## config.mk

```make
export PLATFORM = sky130hd
export DESIGN_NAME = kmeans_centroid_update_k3n2_flat
export DESIGN_NICKNAME = d
export VERILOG_FILES = /design/src/rtl/kmeans_centroid_update_k3n2_if.sv /design/src/rtl/kmeans_centroid_update_k3n2.sv /design/src/flat_wrapper.sv
export SDC_FILE = /design/constraint.sdc
export NUM_CORES = 1
export LEC_CHECK = 0
export ABC_AREA = 1
export BUFFER_PORTS_ARGS = -buffer_cell sky130_fd_sc_hd__clkbuf_2
export CORE_ASPECT_RATIO = 1.25
export CORE_UTILIZATION = 55
export DETAILED_ROUTE_END_ITERATION = 6
export PLACE_DENSITY = 0.79
export REMOVE_ABC_BUFFERS = 1
export SLEW_MARGIN = 15
export SYNTH_ARGS = -nofsm -noshare
export SYNTH_HDL_FRONTEND = slang
export SYNTH_SLANG_ARGS = --single-unit
```

## constraint.sdc

```tcl
create_clock -name clk -period 4.2 [get_ports clk]
set_input_delay 0.42 -clock clk [delete_from_list [all_inputs] [get_ports clk]]
set_output_delay 0.42 -clock clk [all_outputs]
set_load 0.05 [all_outputs]
```

## src/rtl/kmeans_centroid_update_k3n2_if.sv

```systemverilog
// Bundles the start/status, current-centroid, accumulator-read and centroid-write
// signals of the 3-centroid, 2-dimension k-means centroid updater.
interface kmeans_centroid_update_k3n2_if #(
    parameter int input_data_width         = 8,
    parameter int input_data_qty_bit_width = 8,
    parameter int acc_width                = 16
);
    logic                                start;
    logic [input_data_width-1:0]         cur_k0d0;
    logic [input_data_width-1:0]         cur_k0d1;
    logic [input_data_width-1:0]         cur_k1d0;
    logic [input_data_width-1:0]         cur_k1d1;
    logic [input_data_width-1:0]         cur_k2d0;
    logic [input_data_width-1:0]         cur_k2d1;

    logic                                rd_acc_en;
    logic [1:0]                          rd_acc_centroid;
    logic [acc_width-1:0]                acc0_in;
    logic [acc_width-1:0]                acc1_in;
    logic [input_data_qty_bit_width-1:0] acc_counter_in;

    logic                                centroid_wr;
    logic [1:0]                          centroid_wr_idx;
    logic [input_data_width-1:0]         centroid_wr_d0;
    logic [input_data_width-1:0]         centroid_wr_d1;

    logic                                busy;
    logic                                done;
    logic                                converged;

    modport master (
        input  start, cur_k0d0, cur_k0d1, cur_k1d0, cur_k1d1, cur_k2d0, cur_k2d1,
        input  acc0_in, acc1_in, acc_counter_in,
        output rd_acc_en, rd_acc_centroid,
        output centroid_wr, centroid_wr_idx, centroid_wr_d0, centroid_wr_d1,
        output busy, done, converged
    );

    modport slave (
        output start, cur_k0d0, cur_k0d1, cur_k1d0, cur_k1d1, cur_k2d0, cur_k2d1,
        output acc0_in, acc1_in, acc_counter_in,
        input  rd_acc_en, rd_acc_centroid,
        input  centroid_wr, centroid_wr_idx, centroid_wr_d0, centroid_wr_d1,
        input  busy, done, converged
    );
endinterface

```

## src/rtl/kmeans_centroid_update_k3n2.sv

```systemverilog
// Recomputes 3 two-dimensional centroids as floor(sum/count) using a shared
// restoring divider that handles both dimensions in parallel.
module kmeans_centroid_update_k3n2 #(
    parameter int input_data_width         = 8,
    parameter int input_data_qty_bit_width = 8,
    parameter int acc_width                = 16
) (
    input logic                    clk,
    input logic                    rst,
    kmeans_centroid_update_k3n2_if.master bus
);
    typedef enum logic [2:0] {IDLE, READ, DIV, WRITE, DONE} state_t;

    localparam int cnt_width = $clog2(acc_width);
    localparam logic [cnt_width-1:0] last_step = cnt_width'(acc_width - 1);
    localparam logic [acc_width-1:0] max_coord =
        {{(acc_width - input_data_width){1'b0}}, {input_data_width{1'b1}}};

    state_t                      state;
    logic [1:0]                  k;
    logic                        changed;
    logic [cnt_width-1:0]        div_cnt;
    logic [acc_width-1:0]        divisor;
    logic [acc_width-1:0]        rem0, rem1, quo0, quo1;

    logic                        rd_acc_en, centroid_wr, busy, done, converged;
    logic [1:0]                  rd_acc_centroid, centroid_wr_idx;
    logic [input_data_width-1:0] wr_d0, wr_d1;

    logic [input_data_width-1:0] cur_d0, cur_d1, new_d0, new_d1;
    logic [acc_width:0]          trial0, trial1, div_ext;
    logic                        ge0, ge1, enter_write;
    logic [acc_width-1:0]        rem0_nxt, rem1_nxt, quo0_nxt, quo1_nxt;

    function automatic logic [input_data_width-1:0] saturate(input logic [acc_width-1:0] q);
        if (q > max_coord) return '1;
        return q[input_data_width-1:0];
    endfunction

    always_comb begin
        cur_d0 = bus.cur_k0d0;
        cur_d1 = bus.cur_k0d1;
        case (k)
            2'd1: begin cur_d0 = bus.cur_k1d0; cur_d1 = bus.cur_k1d1; end
            2'd2: begin cur_d0 = bus.cur_k2d0; cur_d1 = bus.cur_k2d1; end
            default: ;
        endcase
    end

    // One restoring step: shift the next dividend bit into the partial remainder
    // and subtract the divisor when it fits; the quotient bit shifts into quo.
    always_comb begin
        div_ext  = {1'b0, divisor};
        trial0   = {rem0, quo0[acc_width-1]};
        trial1   = {rem1, quo1[acc_width-1]};
        ge0      = trial0 >= div_ext;
        ge1      = trial1 >= div_ext;
        rem0_nxt = ge0 ? acc_width'(trial0 - div_ext) : trial0[acc_width-1:0];
        rem1_nxt = ge1 ? acc_width'(trial1 - div_ext) : trial1[acc_width-1:0];
        quo0_nxt = {quo0[acc_width-2:0], ge0};
        quo1_nxt = {quo1[acc_width-2:0], ge1};
    end

    always_comb begin
        enter_write = ((state == READ) && (bus.acc_counter_in == '0)) ||
                      ((state == DIV) && (div_cnt == last_step));
        new_d0 = cur_d0;
        new_d1 = cur_d1;
        if (state == DIV) begin
            new_d0 = saturate(quo0_nxt);
            new_d1 = saturate(quo1_nxt);
        end
    end

    always_ff @(posedge clk) begin
        if (rst) begin
            state           <= IDLE;
            k               <= '0;
            changed         <= 1'b0;
            div_cnt         <= '0;
            divisor         <= '0;
            rem0            <= '0;
            rem1            <= '0;
            quo0            <= '0;
            quo1            <= '0;
            rd_acc_en       <= 1'b0;
            rd_acc_centroid <= '0;
            centroid_wr     <= 1'b0;
            centroid_wr_idx <= '0;
            wr_d0           <= '0;
            wr_d1           <= '0;
            busy            <= 1'b0;
            done            <= 1'b0;
            converged       <= 1'b0;
        end else begin
            // NOTE: strobes fall back to 0 every cycle; only the entering state raises them.
            rd_acc_en   <= 1'b0;
            centroid_wr <= 1'b0;
            done        <= 1'b0;

            case (state)
                IDLE: begin
                    if (bus.start) begin
                        state           <= READ;
                        k               <= '0;
                        changed         <= 1'b0;
                        busy            <= 1'b1;
                        rd_acc_en       <= 1'b1;
                        rd_acc_centroid <= '0;
                    end
                end
                READ: begin
                    divisor <= acc_width'(bus.acc_counter_in);
                    quo0    <= bus.acc0_in;
                    quo1    <= bus.acc1_in;
                    rem0    <= '0;
                    rem1    <= '0;
                    div_cnt <= '0;
                    state   <= (bus.acc_counter_in != '0) ? DIV : WRITE;
                end
                DIV: begin
                    rem0    <= rem0_nxt;
                    rem1    <= rem1_nxt;
                    quo0    <= quo0_nxt;
                    quo1    <= quo1_nxt;
                    div_cnt <= div_cnt + cnt_width'(1);
                    if (div_cnt == last_step) state <= WRITE;
                end
                WRITE: begin
                    if (k == 2'd2) begin
                        state     <= DONE;
                        done      <= 1'b1;
                        converged <= ~changed;
                    end else begin
                        state           <= READ;
                        k               <= k + 2'd1;
                        rd_acc_en       <= 1'b1;
                        rd_acc_centroid <= k + 2'd1;
                    end
                end
                DONE: begin
                    state <= IDLE;
                    busy  <= 1'b0;
                end
                default: state <= IDLE;
            endcase

            // The change flag is folded in with the write data so it is final by DONE.
            if (enter_write) begin
                centroid_wr     <= 1'b1;
                centroid_wr_idx <= k;
                wr_d0           <= new_d0;
                wr_d1           <= new_d1;
                changed         <= changed | (new_d0 != cur_d0) | (new_d1 != cur_d1);
            end
        end
    end

    assign bus.rd_acc_en       = rd_acc_en;
    assign bus.rd_acc_centroid = rd_acc_centroid;
    assign bus.centroid_wr     = centroid_wr;
    assign bus.centroid_wr_idx = centroid_wr_idx;
    assign bus.centroid_wr_d0  = wr_d0;
    assign bus.centroid_wr_d1  = wr_d1;
    assign bus.busy            = busy;
    assign bus.done            = done;
    assign bus.converged       = converged;
endmodule
```

## src/flat_wrapper.sv

```systemverilog
// flat-port wrapper written by rule: the top's interface ports become plain ports
module kmeans_centroid_update_k3n2_flat 
#(
    parameter int input_data_width         = 8,
    parameter int input_data_qty_bit_width = 8,
    parameter int acc_width                = 16
)
  (clk, rst, bus_start, bus_cur_k0d0, bus_cur_k0d1, bus_cur_k1d0, bus_cur_k1d1, bus_cur_k2d0, bus_cur_k2d1, bus_acc0_in, bus_acc1_in, bus_acc_counter_in, bus_rd_acc_en, bus_rd_acc_centroid, bus_centroid_wr, bus_centroid_wr_idx, bus_centroid_wr_d0, bus_centroid_wr_d1, bus_busy, bus_done, bus_converged);
  kmeans_centroid_update_k3n2_if #(.input_data_width(input_data_width), .input_data_qty_bit_width(input_data_qty_bit_width), .acc_width(acc_width)) bus_i ();
  input logic clk;
  input logic rst;
  input wire logic [$bits(bus_i.start)-1:0] bus_start;
  input wire logic [$bits(bus_i.cur_k0d0)-1:0] bus_cur_k0d0;
  input wire logic [$bits(bus_i.cur_k0d1)-1:0] bus_cur_k0d1;
  input wire logic [$bits(bus_i.cur_k1d0)-1:0] bus_cur_k1d0;
  input wire logic [$bits(bus_i.cur_k1d1)-1:0] bus_cur_k1d1;
  input wire logic [$bits(bus_i.cur_k2d0)-1:0] bus_cur_k2d0;
  input wire logic [$bits(bus_i.cur_k2d1)-1:0] bus_cur_k2d1;
  input wire logic [$bits(bus_i.acc0_in)-1:0] bus_acc0_in;
  input wire logic [$bits(bus_i.acc1_in)-1:0] bus_acc1_in;
  input wire logic [$bits(bus_i.acc_counter_in)-1:0] bus_acc_counter_in;
  output wire logic [$bits(bus_i.rd_acc_en)-1:0] bus_rd_acc_en;
  output wire logic [$bits(bus_i.rd_acc_centroid)-1:0] bus_rd_acc_centroid;
  output wire logic [$bits(bus_i.centroid_wr)-1:0] bus_centroid_wr;
  output wire logic [$bits(bus_i.centroid_wr_idx)-1:0] bus_centroid_wr_idx;
  output wire logic [$bits(bus_i.centroid_wr_d0)-1:0] bus_centroid_wr_d0;
  output wire logic [$bits(bus_i.centroid_wr_d1)-1:0] bus_centroid_wr_d1;
  output wire logic [$bits(bus_i.busy)-1:0] bus_busy;
  output wire logic [$bits(bus_i.done)-1:0] bus_done;
  output wire logic [$bits(bus_i.converged)-1:0] bus_converged;
  assign bus_i.start = bus_start;
  assign bus_i.cur_k0d0 = bus_cur_k0d0;
  assign bus_i.cur_k0d1 = bus_cur_k0d1;
  assign bus_i.cur_k1d0 = bus_cur_k1d0;
  assign bus_i.cur_k1d1 = bus_cur_k1d1;
  assign bus_i.cur_k2d0 = bus_cur_k2d0;
  assign bus_i.cur_k2d1 = bus_cur_k2d1;
  assign bus_i.acc0_in = bus_acc0_in;
  assign bus_i.acc1_in = bus_acc1_in;
  assign bus_i.acc_counter_in = bus_acc_counter_in;
  assign bus_rd_acc_en = bus_i.rd_acc_en;
  assign bus_rd_acc_centroid = bus_i.rd_acc_centroid;
  assign bus_centroid_wr = bus_i.centroid_wr;
  assign bus_centroid_wr_idx = bus_i.centroid_wr_idx;
  assign bus_centroid_wr_d0 = bus_i.centroid_wr_d0;
  assign bus_centroid_wr_d1 = bus_i.centroid_wr_d1;
  assign bus_busy = bus_i.busy;
  assign bus_done = bus_i.done;
  assign bus_converged = bus_i.converged;
  kmeans_centroid_update_k3n2 #(.input_data_width(input_data_width), .input_data_qty_bit_width(input_data_qty_bit_width), .acc_width(acc_width)) u_core (.clk(clk), .rst(rst), .bus(bus_i));
endmodule
```

==> flow_summary.toml, run 1 <==
[yosys]
yosys-mux-area-fraction_pct = 0
synthDistinctLibCells = 42
synthSimpleGateAreaFrac_pct = 32.5
avgSynthCellArea_um2 = 6.58
synth_compound_area_share_pct = 17.8
syn_inst = 958
synthFlopType = "dfxtp_1"
syn_area_mm2 = 0.00630
synth_top_family_by_area = "simple AND/OR/NAND/NOR gates"
synthArstFlopShare_pct = 0
synth_fa_ha_area_share_pct = 4.41
synth-seq-cells = 105
seq_area_frac_synth_pct = 33.3
ys_warn_count = 0
synth_edf_count = 0
synth-xor-area-share_pct = 2.78

[worst_setup_path]
start_kind = "flip-flop"
cp.required_ps = 4450
crit_path_end_kind = "flip-flop"
crit_arrival_ps = 3070
path_class = "reg -> reg"
cp_max_fo = 31

[drt]
drtPass1Iterations = 7
drt_iter0_markers = 338
drtAntennaViolNets = 0
route.vias.total = 6575
wl_per_cell_um = 14.3
wirelength_mm = 16.9
viasPerCell = 5.58
drc = 4

[finish]
utilization_pct = 64.0
nNetsFinal = 1151
drive_gt1_share_pct = 15.0
diodes = 0
area_growth_pct = 13.1
layout_commonest_cell = "nand2_1"
fin_area_mm2 = 0.00713
fin_cells = 1179
final_cell_mix = "nand2_1 (212), clkbuf_2 (115), nor2_1 (105), dfxtp_1 (105)"

[power]
p_leak_nw = 3.22
powerDensity_mw_per_mm2 = 730
ir_drop_uv = 375

[placed_design]
dp_slack_ps = 1430
place_hpwl_mm = 12.0
gp_congestion = 0.917
place_area_mm2 = 0.00684
dpl.cell_count = 1163
io_buffers = 115

[timing]
tns_ps = 0
hold_viol = 0
final-max-slew-violation-count = 0
setup_viol_count_final = 0
fin_ws_ps = 1380
min_period_ps = 2820
worst_pin_slew_ps = 953
post-route-period-util_pct = 67.2
fmax_mhz = 354
slew_headroom_pct = 36.3
fin_skew_ps = 9.29
rsz0062_at_grt = "false"

[clock_network]
clock_sinks = 105
htree_levels = 3
cts_tree = "built"
cts_root_buf = "clkbuf_16"
cts.clk_slew.worst_paths_ps = 80
postCtsSetupRepairBufs = 0
clk_latency_ps = 350
cts_hold_buf = 0
cts_buffers = 9
ctsResizeCount = 0
cts_buffer_depth = 2

[grt]
grt-ovfl-total = 0
first_global_vias = 6021
antenna_found_initial = 0
grt.total_usage_pct = 29.0
grt_max_degree = 61
grt_pass1_wl_mm = 28.0

[floorplanning]
fp-row-count = 43
core_mm2 = 0.0111
die_y_um = 122
die_w_um = 97.8
num_io_pins = 116
die_area_mm2 = 0.0119
start_util_pct = 56.6

[status]
violations = "DRC"
status = "complete, but fails checks"

[flow_run]
maxCapViolCount = 0

[worst_hold_path]
hp-class = "in -> reg"
[cell type report]
cell class | instances | area (um^2)
Clock buffer | 10 | 229
Clock inverter | 6 | 60.1
Fill cell | 1045 | 4010
Inverter | 85 | 319
Multi-Input combinational cell | 716 | 3620
Sequential cell | 105 | 2100
Tap cell | 135 | 169
Timing Repair Buffer | 122 | 628
[sequential cells by signal, summed over array words and instances (netlist names), 2 cells and up]
name                        count
u_core.bus.centroid_wr_d0       8
u_core.bus.centroid_wr_d1       8
u_core.bus.centroid_wr_idx      2
u_core.bus.rd_acc_centroid      2
u_core.div_cnt                  4
u_core.divisor                  8
u_core.quo0                    16
u_core.quo1                    16
u_core.rem0                    16
u_core.rem1                    16
u_core.state                    3
[path summary, 6_finish.rpt]
| check | startpoint | to | slack, ps | depth (start not counted) |
|---|---|---|---|---|
| max | u_core.state[2]$_SDFFE_PP0P_ | u_core.div_cnt[2]$_SDFFE_PP0P_ | 1380 | 11 |
| min | bus_acc1_in[14] | u_core.quo1[14]$_SDFFE_PP0P_ | 300 | 3 |
| max reg2reg | u_core.state[2]$_SDFFE_PP0P_ | u_core.div_cnt[2]$_SDFFE_PP0P_ | 1380 | 11 |
| min reg2reg | u_core.bus.converged$_SDFFE_PP0P_ | u_core.bus.converged$_SDFFE_PP0P_ | 470 | 2 |
[power breakdown]
group / total [mW] / leakage (nW) / switching (mW) / internal (mW)
logic: 3.06 / 2.22 / 2.02 / 1.04
registers: 1.32 / 0.856 / 0.144 / 1.17
clock network: 0.831 / 0.141 / 0.414 / 0.417
[critical path: stages (launching register included)]
cell,delay (ps)
dfxtp_1,370
inv_1,80
nand2_1,60
buf_4,320
nor2_2,100
inv_2,220
nand2_1,80
buf_4,230
inv_1,470
buf_4,450
nand2_1,90
a221oi_1,250
[per-layer routing]
layer  routed length (um)  part of all wire (%)  GRT usage [%]
met2                 8340                    49           52.3
met5                    0                     0              0
met1                 7190                    42           35.3
met3                  964                   5.7           3.67
met4                  416                   2.5           11.3
[per-stage QoR]
| step | hold WS (ps) | total power, mW |
|---|---|---|
| finish | 296 | 5.21 |
| floorplan | 439 | 3.67 |
| CTS | 295 | 5.18 |
| global placement | 452 | 4.30 |
| global route | 304 | 5.65 |
| detailed placement | 457 | 4.33 |
[cell usage after synthesis, types with 4 or more instances]
| cell | count | area [um^2] |
|---|---|---|
| ha_1 | 19 | 238 |
| clkbuf_1 | 25 | 93.8 |
| dfxtp_1 | 105 | 2100 |
| or2_2 | 6 | 37.5 |
| nor4_1 | 13 | 81.3 |
| nor3_1 | 34 | 170 |
| nand4_1 | 9 | 56.3 |
| xor2_1 | 11 | 96.3 |
| xnor2_1 | 9 | 78.8 |
| buf_6 | 4 | 45.0 |
| o21ai_0 | 73 | 365 |
| o211ai_1 | 7 | 52.6 |
| nand3_1 | 85 | 425 |
| inv_1 | 81 | 304 |
| a211oi_1 | 9 | 67.6 |
| nand2_1 | 212 | 796 |
| buf_2 | 18 | 90.1 |
| o221ai_1 | 11 | 96.3 |
| nor2_1 | 105 | 394 |
| a21oi_1 | 85 | 425 |
[cells by family (layout without fill, tap and decap cells)]
family | after synthesis | in the layout
compound gates | 200 | 200
fa+ha+maj | 21 | 21
xor+xnor | 20 | 20
flops | 105 | 105
buf+inv | 137 | 223
simple gates | 475 | 475
Power figures use the tool's default switching activity.
==> run 2: changes to the inputs <==
clock period = 2.8 ns   (was 4.2 ns; I/O delays follow)
==> flow_summary.toml, run 2 (synthesis gave the netlist of run 1 again) <==
[status]
status = "complete, but fails checks"
violations = "DRC"

[timing]
setup_viol_count_final = 0
tns_ps = 0
hold_ws_ps = 151
fin_skew_ps = 7.43
rsz0062_at_grt = "false"
fin_ws_ps = 339
min_period_ps = 2460
slew_headroom_pct = 44.6
fmax_mhz = 406
worst_pin_slew_ps = 829
post-route-period-util_pct = 87.9
final-max-slew-violation-count = 0
hold_viol = 0

[clock_network]
cts.clk_slew.worst_paths_ps = 80
clock_sinks = 105
cts_hold_buf = 0
cts_root_buf = "clkbuf_16"
ctsResizeCount = 0
postCtsSetupRepairBufs = 0
cts_tree = "built"
clk_latency_ps = 350
cts_buffers = 9
htree_levels = 3
cts_buffer_depth = 2

[worst_setup_path]
cpPeakStageDelay_ps = 610
path_cells = "inv_1 > ha_1 > inv_1 > nand3_1 > o21ai_0 > o21ai_0 > nor2_1 > nand2_1 > nor2_1 > nand3_1 > nor2_1 > nor2_1"
crit_top_cell = "nor2_1"
start_kind = "flip-flop"
cp.required_ps = 3050
r2r_start = "u_core.bus.rd_acc_centroid[0]$_SDFFE_PP0P_"
cp-startpoint = "u_core.bus.rd_acc_centroid[0]$_SDFFE_PP0P_"
r2r_cells = 12
path_class = "reg -> reg"
r2r_slack_ps = 340
crit_path_end_kind = "flip-flop"
crit_slowest_cell = "inv_1"
cp.buffers_inverters = 2
cpLargestDelayFamily = "buffers and inverters"
r2r-end = "u_core.changed$_SDFFE_PP0P_"
crit_arrival_ps = 2710
cp_max_fo = 33

[grt]
antenna_found_initial = 0
first_global_vias = 6218
met3_usage_pct = 3.50
met2_usage_pct = 54.1
grt-ovfl-total = 0
grt.total_usage_pct = 29.8
grt_max_degree = 61
busiest_layer = "met2"
grt_pass1_wl_mm = 28.8
use_met1_pct = 36.1

[finish]
layout_commonest_cell = "nand2_1"
fillCellCount = 1065
nNetsFinal = 1161
area_growth_pct = 14.5
drive_gt1_share_pct = 15.8
final_cell_mix = "nand2_1 (212), clkbuf_2 (115), nor2_1 (105), dfxtp_1 (105)"
diodes = 0
fin_area_mm2 = 0.00722

[placed_design]
place_area_mm2 = 0.00692
place_hpwl_mm = 12.4
gp_congestion = 0.915
io_buffers = 115
dp_slack_ps = 394

[worst_hold_path]
hp-class = "in -> reg"
hold_depth = 3
hold_end = "u_core.quo1[11]$_SDFFE_PP0P_"
min_from = "bus_acc1_in[11]"

[floorplanning]
fp-row-count = 43
die_y_um = 122
start_util_pct = 56.6
core_mm2 = 0.0111
die_area_mm2 = 0.0119
num_io_pins = 116
die_w_um = 97.8

[drt]
drtAntennaViolNets = 0
wirelength_mm = 17.1
drc = 4
viasPerCell = 5.62
drt_iter0_markers = 428
route.vias.total = 6679
drtPass1Iterations = 7
wl_per_cell_um = 14.4

[power]
ir_drop_uv = 483
total_power_mw = 7.96
powerDensity_mw_per_mm2 = 1100
p_leak_nw = 3.27

[flow_run]
maxCapViolCount = 0
-- run 2: worst register-to-register path, cell delays in order (launching register included) --
cell	delay, ps
dfxtp_1	360
inv_1	90
ha_1	300
inv_1	610
nand3_1	150
o21ai_0	170
o21ai_0	150
nor2_1	170
nand2_1	70
nor2_1	100
nand3_1	70
nor2_1	90
nor2_1	50
-- run 2: power breakdown --
group,switching (mW),leakage (nW),total [mW],internal [mW]
Clock,0.606,0.144,1.31,0.704
Sequential,0.212,0.856,1.97,1.76
Combinational,3.04,2.27,4.68,1.63
Total,3.86,3.27,7.96,4.10
-- run 2: per-stage QoR --
stage,std cells,util [%]
6_report,1188,64.8
5_1_grt,1188,64.8
4_1_cts,1188,64.8
3_5_place_dp,1173,62.1
3_3_place_gp,1173,62.1
2_1_floorplan,906,-
-- run 2: final cells by class --
type	instances	area (um^2)	share of cell area, %
multi-input combinational	716	3620	50.2
timing repair buffer	132	703	9.74
tap	135	169	2.34
clock inverter	6	75.1	1.04
clock buffer	9	225	3.12
sequential	105	2100	29.1
inverter	85	319	4.42
-- run 2: routing by layer --
metal | wire [um] | up-vias | share of wire, %
met5 | 0 | - | 0
met4 | 366 | 0 | 2.1
met3 | 860 | 30 | 5.0
met2 | 8450 | 211 | 49
met1 | 7420 | 3043 | 43
li1 | - | 3395 | -
-- run 2: how the worst max path moves through the flow --
stage / to / cells after the start
after floorplan: u_core.bus.centroid_wr_d1[4]$_SDFFE_PP0P_ / 7
after global placement: u_core.changed$_SDFFE_PP0P_ / 12
after detailed placement: u_core.changed$_SDFFE_PP0P_ / 12
after CTS: u_core.changed$_SDFFE_PP0P_ / 12
after global routing: u_core.changed$_SDFFE_PP0P_ / 12
final: u_core.changed$_SDFFE_PP0P_ / 12
==> run 3: changes to the inputs <==
RECOVER_POWER = 100   (was not set)
==> flow_summary.toml, run 3 (synthesis gave the netlist of run 1 again) <==
[worst_setup_path]
start_kind = "flip-flop"
crit_path_end_kind = "flip-flop"
crit_arrival_ps = 2880
cp.required_ps = 3050
r2r_start = "u_core.divisor[2]$_SDFFE_PP0P_"
r2r-end = "u_core.bus.centroid_wr_d1[0]$_SDFFE_PP0P_"
path_class = "reg -> reg"
r2r_slack_ps = 170
cp_max_fo = 10
r2r_cells = 14

[finish]
drive_gt1_share_pct = 12.7
diodes = 0
fillCellCount = 1082
nNetsFinal = 1161
area_growth_pct = 13.4
final_cell_mix = "nand2_1 (212), nor2_1 (107), dfxtp_1 (105), clkbuf_2 (93), nand3_1 (86)"
layout_commonest_cell = "nand2_1"

[floorplanning]
fp-row-count = 43
start_util_pct = 56.6
die_area_mm2 = 0.0119
num_io_pins = 116
die_w_um = 97.8
core_mm2 = 0.0111
die_y_um = 122

[clock_network]
clock_sinks = 105
cts.clk_slew.worst_paths_ps = 80
clk_latency_ps = 350
postCtsSetupRepairBufs = 0
cts_hold_buf = 0
cts_buffers = 9
htree_levels = 3
cts_root_buf = "clkbuf_16"
ctsResizeCount = 0
cts_buffer_depth = 2
cts_tree = "built"

[worst_hold_path]
hold_end = "u_core.quo1[11]$_SDFFE_PP0P_"
min_from = "bus_acc1_in[11]"
hp-class = "in -> reg"
hold_depth = 3

[grt]
grt.total_usage_pct = 29.8
grt-ovfl-total = 0
first_global_vias = 6218
grt_max_degree = 61
antenna_found_initial = 0
use_met1_pct = 36.1
grt_pass1_wl_mm = 28.8
met3_usage_pct = 3.50
met2_usage_pct = 54.1
busiest_layer = "met2"

[timing]
worst_pin_slew_ps = 1020
fin_skew_ps = 7.52
rsz0062_at_grt = "false"
hold_viol = 0
post-route-period-util_pct = 93.8
setup_viol_count_final = 0
fin_ws_ps = 175
slew_headroom_pct = 32.3
final-max-slew-violation-count = 0
fmax_mhz = 381
min_period_ps = 2630

[status]
violations = "DRC"
status = "complete, but fails checks"

[drt]
drtPass1Iterations = 7
drc = 4
wl_per_cell_um = 14.4
wirelength_mm = 17.2
drt_iter0_markers = 418
viasPerCell = 5.64
route.vias.total = 6703
drtAntennaViolNets = 0

[power]
p_leak_nw = 3.16
ir_drop_uv = 479
powerDensity_mw_per_mm2 = 1100
total_power_mw = 7.87

[placed_design]
io_buffers = 115
place_hpwl_mm = 12.4
gp_congestion = 0.915
dp_slack_ps = 394

[flow_run]
maxCapViolCount = 0
==> run 3: worst max-delay path by stage <==
stage                     cells after the start                                  startpoint  slack [ps]                                   endpoint
after floorplan                               7                u_core.state[1]$_SDFFE_PP0P_       -1190  u_core.bus.centroid_wr_d1[4]$_SDFFE_PP0P_
after global placement                       12  u_core.bus.rd_acc_centroid[0]$_SDFFE_PP0P_         440                u_core.changed$_SDFFE_PP0P_
after detailed placement                     12  u_core.bus.rd_acc_centroid[0]$_SDFFE_PP0P_         390                u_core.changed$_SDFFE_PP0P_
after CTS                                    12  u_core.bus.rd_acc_centroid[0]$_SDFFE_PP0P_         370                u_core.changed$_SDFFE_PP0P_
after global routing                         14              u_core.divisor[2]$_SDFFE_PP0P_          10                u_core.rem1[4]$_SDFFE_PP0P_
final                                        14              u_core.divisor[2]$_SDFFE_PP0P_         170  u_core.bus.centroid_wr_d1[0]$_SDFFE_PP0P_
==> run 3: through the flow <==
stage	hold WS, ps	TNS, ps	instances	cell area (um^2)	util (%)
global route	158	0	1188	7150	64.2
CTS	148	0	1188	7220	64.8
finish	150	0	1188	7150	64.2
global placement	450	0	1173	6920	62.1
floorplan	349	-45990	906	6040	-
detailed placement	458	0	1173	6920	62.1
==> run 3: cell type report <==
class,count,area [um^2],share of cell area (%)
multi-input combinational,716,3610,50.4
sequential,105,2100,29.4
timing repair buffer,132,653,9.13
inverter,85,319,4.46
clock buffer,9,225,3.15
tap,135,169,2.36
clock inverter,6,75.1,1.05
==> run 3: critical path: stages, from the launching register on <==
cell and delay (ps):
dfxtp_1 310, inv_1 70, ha_1 340, a21oi_1 190, o21ai_2 90, nand2_1 60, nand2_1 110, nand3_1 120
nand2_2 70, nor2_1 500, inv_2 240, nand2_1 160, nand3_1 100, o211ai_1 120, inv_1 50
==> run 3: routing by layer <==
layer / part of all wire, % / vias to the layer above
li1: - / 3397
met1: 43 / 3063
met2: 50 / 215
met3: 5.0 / 28
met4: 2.0 / 0
met5: 0 / -
==> run 3: power by group <==
group | internal, mW | total, mW | switching, mW
clock | 0.704 | 1.31 | 0.603
sequential | 1.76 | 1.98 | 0.213
combinational | 1.57 | 4.59 | 3.02
